**src/rtl/sram_bank_arb.sv**
```systemverilog
// Two-port arbiter in front of NUM_BANKS single-port SRAM macros; one access per cycle, response one cycle later.
// Define SRAM_BANK_ARB_RR_EN for round-robin arbitration; otherwise P1 (loader) has fixed priority.
module sram_bank_arb #(
    parameter  int NUM_BANKS = 2,
    parameter  int BANK_AW   = 9,
    localparam int BSW       = ($clog2(NUM_BANKS) > 1) ? $clog2(NUM_BANKS) : 1,
    localparam int AW        = BANK_AW + BSW
) (
    input  logic                    wb_clk_i,
    input  logic                    wb_rstn_i,

    input  logic                    p0_req_i,
    output logic                    p0_gnt_o,
    input  logic                    p0_we_i,
    input  logic [3:0]              p0_be_i,
    input  logic [AW-1:0]           p0_addr_i,
    input  logic [31:0]             p0_wdata_i,
    output logic                    p0_rvalid_o,
    output logic [31:0]             p0_rdata_o,
    output logic                    p0_err_o,

    input  logic                    p1_req_i,
    output logic                    p1_gnt_o,
    input  logic                    p1_we_i,
    input  logic [3:0]              p1_be_i,
    input  logic [AW-1:0]           p1_addr_i,
    input  logic [31:0]             p1_wdata_i,
    output logic                    p1_rvalid_o,
    output logic [31:0]             p1_rdata_o,
    output logic                    p1_err_o,

    output logic                    sram_clk0_o,
    output logic [NUM_BANKS-1:0]    sram_csb0_o,
    output logic                    sram_web0_o,
    output logic [3:0]              sram_wmask0_o,
    output logic [BANK_AW-1:0]      sram_addr0_o,
    output logic [31:0]             sram_din0_o,
    input  logic [32*NUM_BANKS-1:0] sram_dout0_i
);

    logic           gnt0, gnt1, gnt_any;
    logic           sel_we;
    logic [3:0]     sel_be;
    logic [AW-1:0]  sel_addr;
    logic [31:0]    sel_wdata;
    logic [BSW-1:0] sel_bank;
    logic           sel_ok;

    logic [1:0]     rvalid_q, rvalid_d;
    logic           err_q, err_d;
    logic           we_q, we_d;
    logic [BSW-1:0] bank_q, bank_d;
    logic [31:0]    rd_word;
    logic [31:0]    resp_data;

`ifdef SRAM_BANK_ARB_RR_EN
    // last_q = 1 means P1 was granted most recently, so P0 wins the next conflict.
    logic           last_q, last_d;
`endif

    always_comb begin
        gnt0 = 1'b0;
        gnt1 = 1'b0;
        if (wb_rstn_i) begin
            if (p0_req_i && p1_req_i) begin
`ifdef SRAM_BANK_ARB_RR_EN
                gnt0 = last_q;
                gnt1 = ~last_q;
`else
                gnt1 = 1'b1;
`endif
            end else begin
                gnt0 = p0_req_i;
                gnt1 = p1_req_i;
            end
        end
    end

    assign gnt_any   = gnt0 | gnt1;
    assign p0_gnt_o  = gnt0;
    assign p1_gnt_o  = gnt1;

    assign sel_we    = gnt1 ? p1_we_i    : p0_we_i;
    assign sel_be    = gnt1 ? p1_be_i    : p0_be_i;
    assign sel_addr  = gnt1 ? p1_addr_i  : p0_addr_i;
    assign sel_wdata = gnt1 ? p1_wdata_i : p0_wdata_i;
    assign sel_bank  = sel_addr[AW-1:BANK_AW];
    assign sel_ok    = int'(sel_bank) < NUM_BANKS;

    always_comb begin
        sram_csb0_o = '1;
        for (int b = 0; b < NUM_BANKS; b++) begin
            if (gnt_any && sel_ok && (int'(sel_bank) == b)) begin
                sram_csb0_o[b] = 1'b0;
            end
        end
    end

    assign sram_clk0_o   = wb_clk_i;
    assign sram_web0_o   = gnt_any ? ~sel_we : 1'b1;
    assign sram_wmask0_o = sel_be;
    assign sram_addr0_o  = sel_addr[BANK_AW-1:0];
    assign sram_din0_o   = sel_wdata;

    always_comb begin
        rvalid_d = {gnt1, gnt0};
        err_d    = gnt_any & ~sel_ok;
        we_d     = sel_we;
        bank_d   = sel_bank;
`ifdef SRAM_BANK_ARB_RR_EN
        last_d   = gnt_any ? gnt1 : last_q;
`endif
    end

    always_ff @(posedge wb_clk_i) begin
        if (!wb_rstn_i) begin
            rvalid_q <= '0;
            err_q    <= 1'b0;
            we_q     <= 1'b0;
            bank_q   <= '0;
`ifdef SRAM_BANK_ARB_RR_EN
            last_q   <= 1'b1;
`endif
        end else begin
            rvalid_q <= rvalid_d;
            err_q    <= err_d;
            we_q     <= we_d;
            bank_q   <= bank_d;
`ifdef SRAM_BANK_ARB_RR_EN
            last_q   <= last_d;
`endif
        end
    end

    // Macro output is valid the cycle after the access, so select it with the registered bank.
    always_comb begin
        rd_word = '0;
        for (int b = 0; b < NUM_BANKS; b++) begin
            if (int'(bank_q) == b) begin
                rd_word = sram_dout0_i[32*b +: 32];
            end
        end
    end

    assign resp_data = err_q ? 32'hDEAD_BEEF : (we_q ? 32'h0 : rd_word);

    // Gating with reset drops a response whose cycle is already under reset.
    assign p0_rvalid_o = rvalid_q[0] & wb_rstn_i;
    assign p1_rvalid_o = rvalid_q[1] & wb_rstn_i;
    assign p0_err_o    = p0_rvalid_o & err_q;
    assign p1_err_o    = p1_rvalid_o & err_q;
    assign p0_rdata_o  = p0_rvalid_o ? resp_data : 32'h0;
    assign p1_rdata_o  = p1_rvalid_o ? resp_data : 32'h0;

endmodule

```
**config.mk**
```make
export PLATFORM = sky130hd
export DESIGN_NAME = sram_bank_arb
export DESIGN_NICKNAME = d
export VERILOG_FILES = /design/src/rtl/sram_bank_arb.sv
export SDC_FILE = /design/constraint.sdc
export NUM_CORES = 1
export LEC_CHECK = 0
export BUFFER_PORTS_ARGS = -buffer_cell sky130_fd_sc_hd__buf_2
export CAP_MARGIN = 10
export CORE_AREA = 2 2 109 111
export CTS_BUF_LIST = sky130_fd_sc_hd__clkbuf_8
export DETAILED_ROUTE_END_ITERATION = 8
export DIE_AREA = 0 0 111 113
export HOLD_SLACK_MARGIN = 0.15
export PLACE_DENSITY_LB_ADDON = 0.25
export SYNTH_ARGS = -nofsm -noshare
export SYNTH_HDL_FRONTEND = slang
export SYNTH_SLANG_ARGS = --single-unit
```
**constraint.sdc**
```tcl
create_clock -name wb_clk_i -period 1.8 [get_ports wb_clk_i]
set_input_delay 0.36 -clock wb_clk_i [delete_from_list [all_inputs] [get_ports wb_clk_i]]
set_output_delay 0.36 -clock wb_clk_i [all_outputs]
set_load 0.02 [all_outputs]
```
Word-level counts from Yosys, hierarchy flattened

Index checks and enable logic that the tools add are counted.

Logic and storage cells: 26
Input bits: 162
Bits in registers: 4

Muxes and demuxes: 15
Reductions and logical operators: 3
Bitwise operators: 5

Operator list:

| cell              | number |
|---|---|
| 32-bit 2-to-1 mux | 5 |
| 10-bit 2-to-1 mux | 1 |
| 1-bit 2-to-1 mux  | 8 |
| 4-bit 2-to-1 mux  | 1 |
| 1-bit logical AND | 3 |
| 1-bit AND         | 2 |
| 1-bit inverter    | 2 |
| 1-bit OR          | 1 |

Longest topological paths before layout

Gate-level depths: netlist of run 1.

Depth in word-level cells: 7
Mapped depth: 6
Mapped depth without buffers: 3

==> run summary, run 1 <==
SYNTHESIS
--------------------------------------------------------------------------------
Biggest area consumer among synthesized cells ..................... sky130_fd_sc_hd__mux2_4
Dominant cells by area after synthesis ............................ sky130_fd_sc_hd__mux2_4 26%, sky130_fd_sc_hd__mux2i_1 21%, sky130_fd_sc_hd__nor2_1 15%
Area share of the leading cell type in the synthesized netlist ....       0.2589
Synthesized area per cell .........................................  8.286 sq um
Cells after synthesis .............................................          196
Proportion of synthesized chip area in sequential cells ...........      0.04931
Number of unique standard cell types used by synthesis ............           21
Combined area of all synthesized cells ............................ 0.001624 sq mm
Ys Warns ..........................................................            0
Synth Register Bits ...............................................            4

GRT
--------------------------------------------------------------------------------
Number of antenna violations at the first check in global routing .            0
Vias in the first global route ....................................         2075
Global-route wire length before repair ............................     10.37 mm
Maximum number of pins on one net before global-route repair ......           33
Global route total overflow .......................................            0
Global routing usage summed across all routing layers .............       0.1003

WORST SETUP PATH
--------------------------------------------------------------------------------
Crit Path Category ................................................ flop to output pin
Worst setup SP type ...............................................         flop
Arrival time at the worst endpoint ................................      1.37 ns
Worst setup EP type ...............................................   output pin
Endpoint required time on the critical path .......................      1.44 ns
Largest fanout on the critical path ...............................            6

TIMING
--------------------------------------------------------------------------------
Worst hold slack across all endpoints .............................    0.3275 ns
Minimum setup slack in the final design ...........................   0.06859 ns
Minimum clock period after layout .................................     1.731 ns
RSZ-0062 raised after global routing ..............................         true
Max-slew violations ...............................................            0
Post-route setup TNS ..............................................         0 ns
Final hold violation count ........................................            0
Tcrit/Tclk final ..................................................       0.9619
Maximum clock rate ................................................    577.6 MHz
Final-report setup violation count ................................            0

DETAILED ROUTING
--------------------------------------------------------------------------------
Drt first-iter violations .........................................           53
Routed len/inst ...................................................     12.01 um
Via/cell ratio ....................................................        3.864
Drt drc ...........................................................            0
Count of nets left with antenna violations after detail routing ...            0
Pre-Repair DR Iteration Count .....................................            4
Total Wirelength ..................................................     7.327 mm
Total number of vias ..............................................         2357

FINISH
--------------------------------------------------------------------------------
Ratio of cells with drive above 1 in the final layout .............       0.7452
Footprint of the multi-input gates ................................ 0.001318 sq mm
Commonest non-fill, non-tap cell in the layout .................... sky130_fd_sc_hd__buf_2
Total non-filler cell area in the finished layout ................. 0.003228 sq mm
Area overhead of the layout relative to synthesis .................       98.77%
Flip-flop and latch area ..........................................  83.83 sq um
Number of antenna diodes ..........................................            0
Nets ..............................................................          631
Number of filler cells placed in the layout .......................         1239
Most frequent cells in the layout ................................. 278 x sky130_fd_sc_hd__buf_2, 64 x sky130_fd_sc_hd__nor2_1, 32 x sky130_fd_sc_hd__mux2i_1

POWER
--------------------------------------------------------------------------------
Worst ir drop on vdd ..............................................     332.0 uV
Power per standard cell area ...................................... 396.9 mW/mm^2
Cell leakage power ................................................     2.012 nW

DIE
--------------------------------------------------------------------------------
Overall die area .................................................. 0.01254 sq mm
Number of standard-cell rows in the floorplan .....................           39
Horizontal die dimension ..........................................       111 um
Top-level port count ..............................................          281
Area inside the core boundary ..................................... 0.01127 sq mm
Die Ht ............................................................       113 um
Effective utilization at floorplan ................................       0.1441

PLACEMENT
--------------------------------------------------------------------------------
Estimated wirelength of the detail-placed design ..................     6.500 mm
Post-place instance area .......................................... 0.003120 sq mm
PortBufs ..........................................................          278
Routability congestion estimate from global placement .............       0.8371
Setup slack after placement .......................................   0.08669 ns

CLOCK TREE
--------------------------------------------------------------------------------
Clock transition at path regs .....................................      0.03 ns
Clock tree from TritonCTS .........................................          yes

MIN PATH
--------------------------------------------------------------------------------
Min-delay src .....................................................      p0_we_i
Worst min-delay path class ........................................ input pin to flop
Hold Path Sink ....................................................         we_q
Hold Path Stages ..................................................            3

RUN STATUS
--------------------------------------------------------------------------------
Result of the run .................................................    completed

JOB
--------------------------------------------------------------------------------
Max-cap viol count ................................................            0

-- sequential cells by signal, indices dropped and copies added, names as in the netlist --
name      flops
we_q          1
rvalid_q      2
bank_q        1
-- worst max-delay path, stage by stage (launching register included) --
cell	delay, ns
sky130_fd_sc_hd__dfxtp_4	0.39
sky130_fd_sc_hd__buf_4	0.17
sky130_fd_sc_hd__mux2i_1	0.25
sky130_fd_sc_hd__nor2_1	0.07
sky130_fd_sc_hd__buf_2	0.16
-- per-layer routing --
metal | share of wire | vias up | global-route usage
li1 | - | 1188 | -
met1 | 0.38 | 1045 | 0.1150
met2 | 0.53 | 118 | 0.1849
met3 | 0.077 | 6 | 0.02999
met4 | 0.0074 | 0 | 0.02083
met5 | 0 | - | 0
-- metrics by stage --
stage	utilization	power (mW)	instances
detailed placement	0.2768	0.9207	602
finish	0.2864	1.281	610
floorplan	-	0.6384	197
CTS	0.2857	1.302	610
global route	0.2864	1.363	610
global placement	0.2768	0.9170	602
-- what timing repair did --
| item | CTS | global route |
|---|---|---|
| hold buffers | 0 | 0 |
| resized for setup | 1 | 2 |
| gates cloned | 0 | 0 |
| setup buffers | 2 | 0 |
| setup endpoints to repair | 54 | 6 |
| hold endpoints to repair | 0 | 0 |
| pin swaps | 0 | 0 |
-- cells in the mapped netlist --
| master | number |
|---|---|
| sky130_fd_sc_hd__nor2_1 | 64 |
| sky130_fd_sc_hd__mux2i_1 | 34 |
| sky130_fd_sc_hd__mux2_4 | 28 |
| sky130_fd_sc_hd__mux2_2 | 17 |
| sky130_fd_sc_hd__buf_4 | 15 |
| sky130_fd_sc_hd__clkbuf_1 | 7 |
| sky130_fd_sc_hd__and2_1 | 4 |
| sky130_fd_sc_hd__dfxtp_1 | 4 |
| sky130_fd_sc_hd__inv_1 | 3 |
| sky130_fd_sc_hd__nor2b_1 | 3 |
| sky130_fd_sc_hd__a31oi_1 | 2 |
| sky130_fd_sc_hd__and3_1 | 2 |
| sky130_fd_sc_hd__buf_12 | 2 |
| sky130_fd_sc_hd__buf_2 | 2 |
| sky130_fd_sc_hd__buf_6 | 2 |
| sky130_fd_sc_hd__nand3b_1 | 2 |
| sky130_fd_sc_hd__a21oi_1 | 1 |
| sky130_fd_sc_hd__buf_8 | 1 |
| sky130_fd_sc_hd__conb_1 | 1 |
| sky130_fd_sc_hd__nand2_4 | 1 |
| sky130_fd_sc_hd__nor4bb_1 | 1 |
-- power breakdown --
part	switching (mW)	leakage, nW	internal [mW]
sequential	0.00566	0.0338	0.0942
combinational	0.380	1.93	0.389
clock	0.114	0.0471	0.299
total	0.500	2.01	0.781
-- logic make-up after synthesis --
kind of cell / Yosys count / share of synthesized area
AO/OA/AOI/OAI: 3 / 0.01078
buffers and inverters: 32 / 0.1464
flip-flops: 4 / 0.04931
multiplexers: 79 / 0.5863
other: 1 / 0.002309
AND/OR/NAND/NOR: 77 / 0.2049
-- worst max-delay path by stage --
| stage | from | end | slack, ns | cells past startpoint |
|---|---|---|---|---|
| after CTS | bank_q | p1_rdata_o[30] | 0.06 | 4 |
| after global routing | bank_q | p0_rdata_o[20] | -0.02 | 4 |
| after global placement | wb_rstn_i | sram_din0_o[24] | 0.11 | 5 |
| after detailed placement | wb_rstn_i | sram_din0_o[19] | 0.09 | 5 |
| final | bank_q | p1_rdata_o[30] | 0.07 | 4 |
| after floorplan | p1_req_i | sram_csb0_o[0] | 0.09 | 6 |
-- area by class of cell --
cell class | count | share of cell area
Inverter | 3 | 0.003488
Multi-Input combinational cell | 161 | 0.4081
Sequential cell | 4 | 0.02597
Timing Repair Buffer | 292 | 0.4798
Tap cell | 143 | 0.05543
Clock buffer | 7 | 0.02713
Power figures use the tool's default switching activity.
==> run 2: changes to the inputs <==
BUFFER_PORTS_ARGS = -buffer_cell sky130_fd_sc_hd__buf_4   (was -buffer_cell sky130_fd_sc_hd__buf_2)
==> run summary, run 2 (synthesis results as in run 1) <==
GRT
--------------------------------------------------------------------------------
Vias in the first global route ....................................         2426
Global route total overflow .......................................            0
Global routing usage summed across all routing layers .............       0.1198
Global-route wire length before repair ............................     12.30 mm
Number of antenna violations at the first check in global routing .            0
Maximum number of pins on one net before global-route repair ......           33

TIMING
--------------------------------------------------------------------------------
Max-slew violations ...............................................            0
Minimum clock period after layout .................................     1.768 ns
Maximum clock rate ................................................    565.6 MHz
Tcrit/Tclk final ..................................................       0.9822
Minimum setup slack in the final design ...........................   0.03208 ns
Final-report setup violation count ................................            0
Final hold violation count ........................................            0
RSZ-0062 raised after global routing ..............................         true

CLOCK TREE
--------------------------------------------------------------------------------
Clock transition at path regs .....................................      0.03 ns
Postcts setup bufs ................................................            0
CTS Hold Buffers Added ............................................            0
Clock tree from TritonCTS .........................................          yes

DIE
--------------------------------------------------------------------------------
Top-level port count ..............................................          281
Number of standard-cell rows in the floorplan .....................           39
Area inside the core boundary ..................................... 0.01127 sq mm
Die Ht ............................................................       113 um
Effective utilization at floorplan ................................       0.1441
Horizontal die dimension ..........................................       111 um
Overall die area .................................................. 0.01254 sq mm

WORST SETUP PATH
--------------------------------------------------------------------------------
Arrival time at the worst endpoint ................................      1.41 ns
Largest fanout on the critical path ...............................            8
Worst setup EP type ...............................................   output pin
Ordered list of cells on the worst path ........................... clkbuf_16, mux2i_1, nor2_1, buf_4
Maximum single-stage delay on the critical path ...................      0.40 ns
Crit path max-delay cell type ..................................... sky130_fd_sc_hd__dfxtp_4
Worst setup SP type ...............................................         flop
Crit Path Category ................................................ flop to output pin
Endpoint required time on the critical path .......................      1.44 ns

FINISH
--------------------------------------------------------------------------------
Nets ..............................................................          630
Commonest non-fill, non-tap cell in the layout .................... sky130_fd_sc_hd__buf_4
Area overhead of the layout relative to synthesis .................       152.5%
Max FFs per register ..............................................            2
Number of filler cells placed in the layout .......................         1165
Most frequent cells in the layout ................................. 286 x sky130_fd_sc_hd__buf_4, 64 x sky130_fd_sc_hd__nor2_1, 28 x sky130_fd_sc_hd__mux2_4
Ratio of cells with drive above 1 in the final layout .............       0.7854
Most flops, register ..............................................     rvalid_q
Number of antenna diodes ..........................................            0
Registers with the most flip-flops ................................ rvalid_q: 2 flops, bank_q: 1 flops, we_q: 1 flops

DETAILED ROUTING
--------------------------------------------------------------------------------
Count of nets left with antenna violations after detail routing ...            0
Total Wirelength ..................................................     8.817 mm
Drt first-iter violations .........................................           88
Routed len/inst ...................................................     14.48 um
Total number of vias ..............................................         2436
Pre-Repair DR Iteration Count .....................................            4
Drt drc ...........................................................            0
Via/cell ratio ....................................................        4.000

PLACEMENT
--------------------------------------------------------------------------------
PortBufs ..........................................................          278
Routability congestion estimate from global placement .............       0.9051
Estimated wirelength of the detail-placed design ..................     7.140 mm
Setup slack after placement .......................................    0.1030 ns

POWER
--------------------------------------------------------------------------------
Worst ir drop on vdd ..............................................     213.7 uV
Overall Power .....................................................     1.544 mW
Power per standard cell area ...................................... 376.4 mW/mm^2
Cell leakage power ................................................     2.206 nW

MIN PATH
--------------------------------------------------------------------------------
Worst min-delay path class ........................................ input pin to flop

RUN STATUS
--------------------------------------------------------------------------------
Result of the run .................................................    completed

JOB
--------------------------------------------------------------------------------
Max-cap viol count ................................................            0

run 2: cell types whose count changed in the layout (fill, tap and decap cells not counted), sizes merged:
cell and change:
buf -3, clkbuf +2
run 2: area by class of cell:
cell class | instances | area [sq um] | area share
inverter | 3 | 11.26 | 0.002746
multi-input combinational | 161 | 1476 | 0.3600
sequential | 4 | 83.83 | 0.02044
tap | 143 | 178.9 | 0.04362
timing repair buffer | 291 | 2261 | 0.5513
clock buffer | 7 | 90.09 | 0.02196
run 2: power by group:
group	switching (mW)	total (mW)	leakage (nW)	internal, mW
clock network	0.112	0.423	0.0479	0.311
registers	0.00593	0.100	0.0338	0.0942
logic	0.428	1.02	2.12	0.593
total	0.545	1.54	2.21	0.998
run 2: final timing paths:
check               start        endpoint  slack (ns)  cells past startpoint
setup / recovery   bank_q  p1_rdata_o[30]        0.03                      4
hold / removal    p1_we_i            we_q        0.32                      3
run 2: through the flow:
stage	cell area (sq um)	util	cells	TNS, ns	hold slack, ns
2_1_floorplan	1628	-	197	0	0.4726
3_3_place_gp	3789	0.3361	600	0	0.4726
3_5_place_dp	3789	0.3361	600	0	0.4726
4_1_cts	3879	0.3441	606	-0.01840	0.3169
5_1_grt	4101	0.3639	609	-0.7611	0.3631
6_report	4101	0.3639	609	0	0.3217
run 2: what timing repair did:
action | CTS | global route
cloned | 0 | 3
resized for setup | 2 | 30
pin swaps | 0 | 4
endpoints found under the setup margin | 3 | 55
run 2: critical path: cells and delay by family, from the launching register on:
family	cells	cell delay, ns
DFF	1	0.40
and+or+nand+nor	1	0.08
buffers and inverters	2	0.35
muxes	1	0.25
run 2: per-layer routing:
metal,wire [um],vias to the layer above,part of all wire,GRT usage
li1,-,1186,-,-
met1,3323,1108,0.38,0.1371
met2,4743,127,0.54,0.2188
met3,576,15,0.065,0.03160
met4,173,0,0.020,0.03667
met5,0,-,0,0
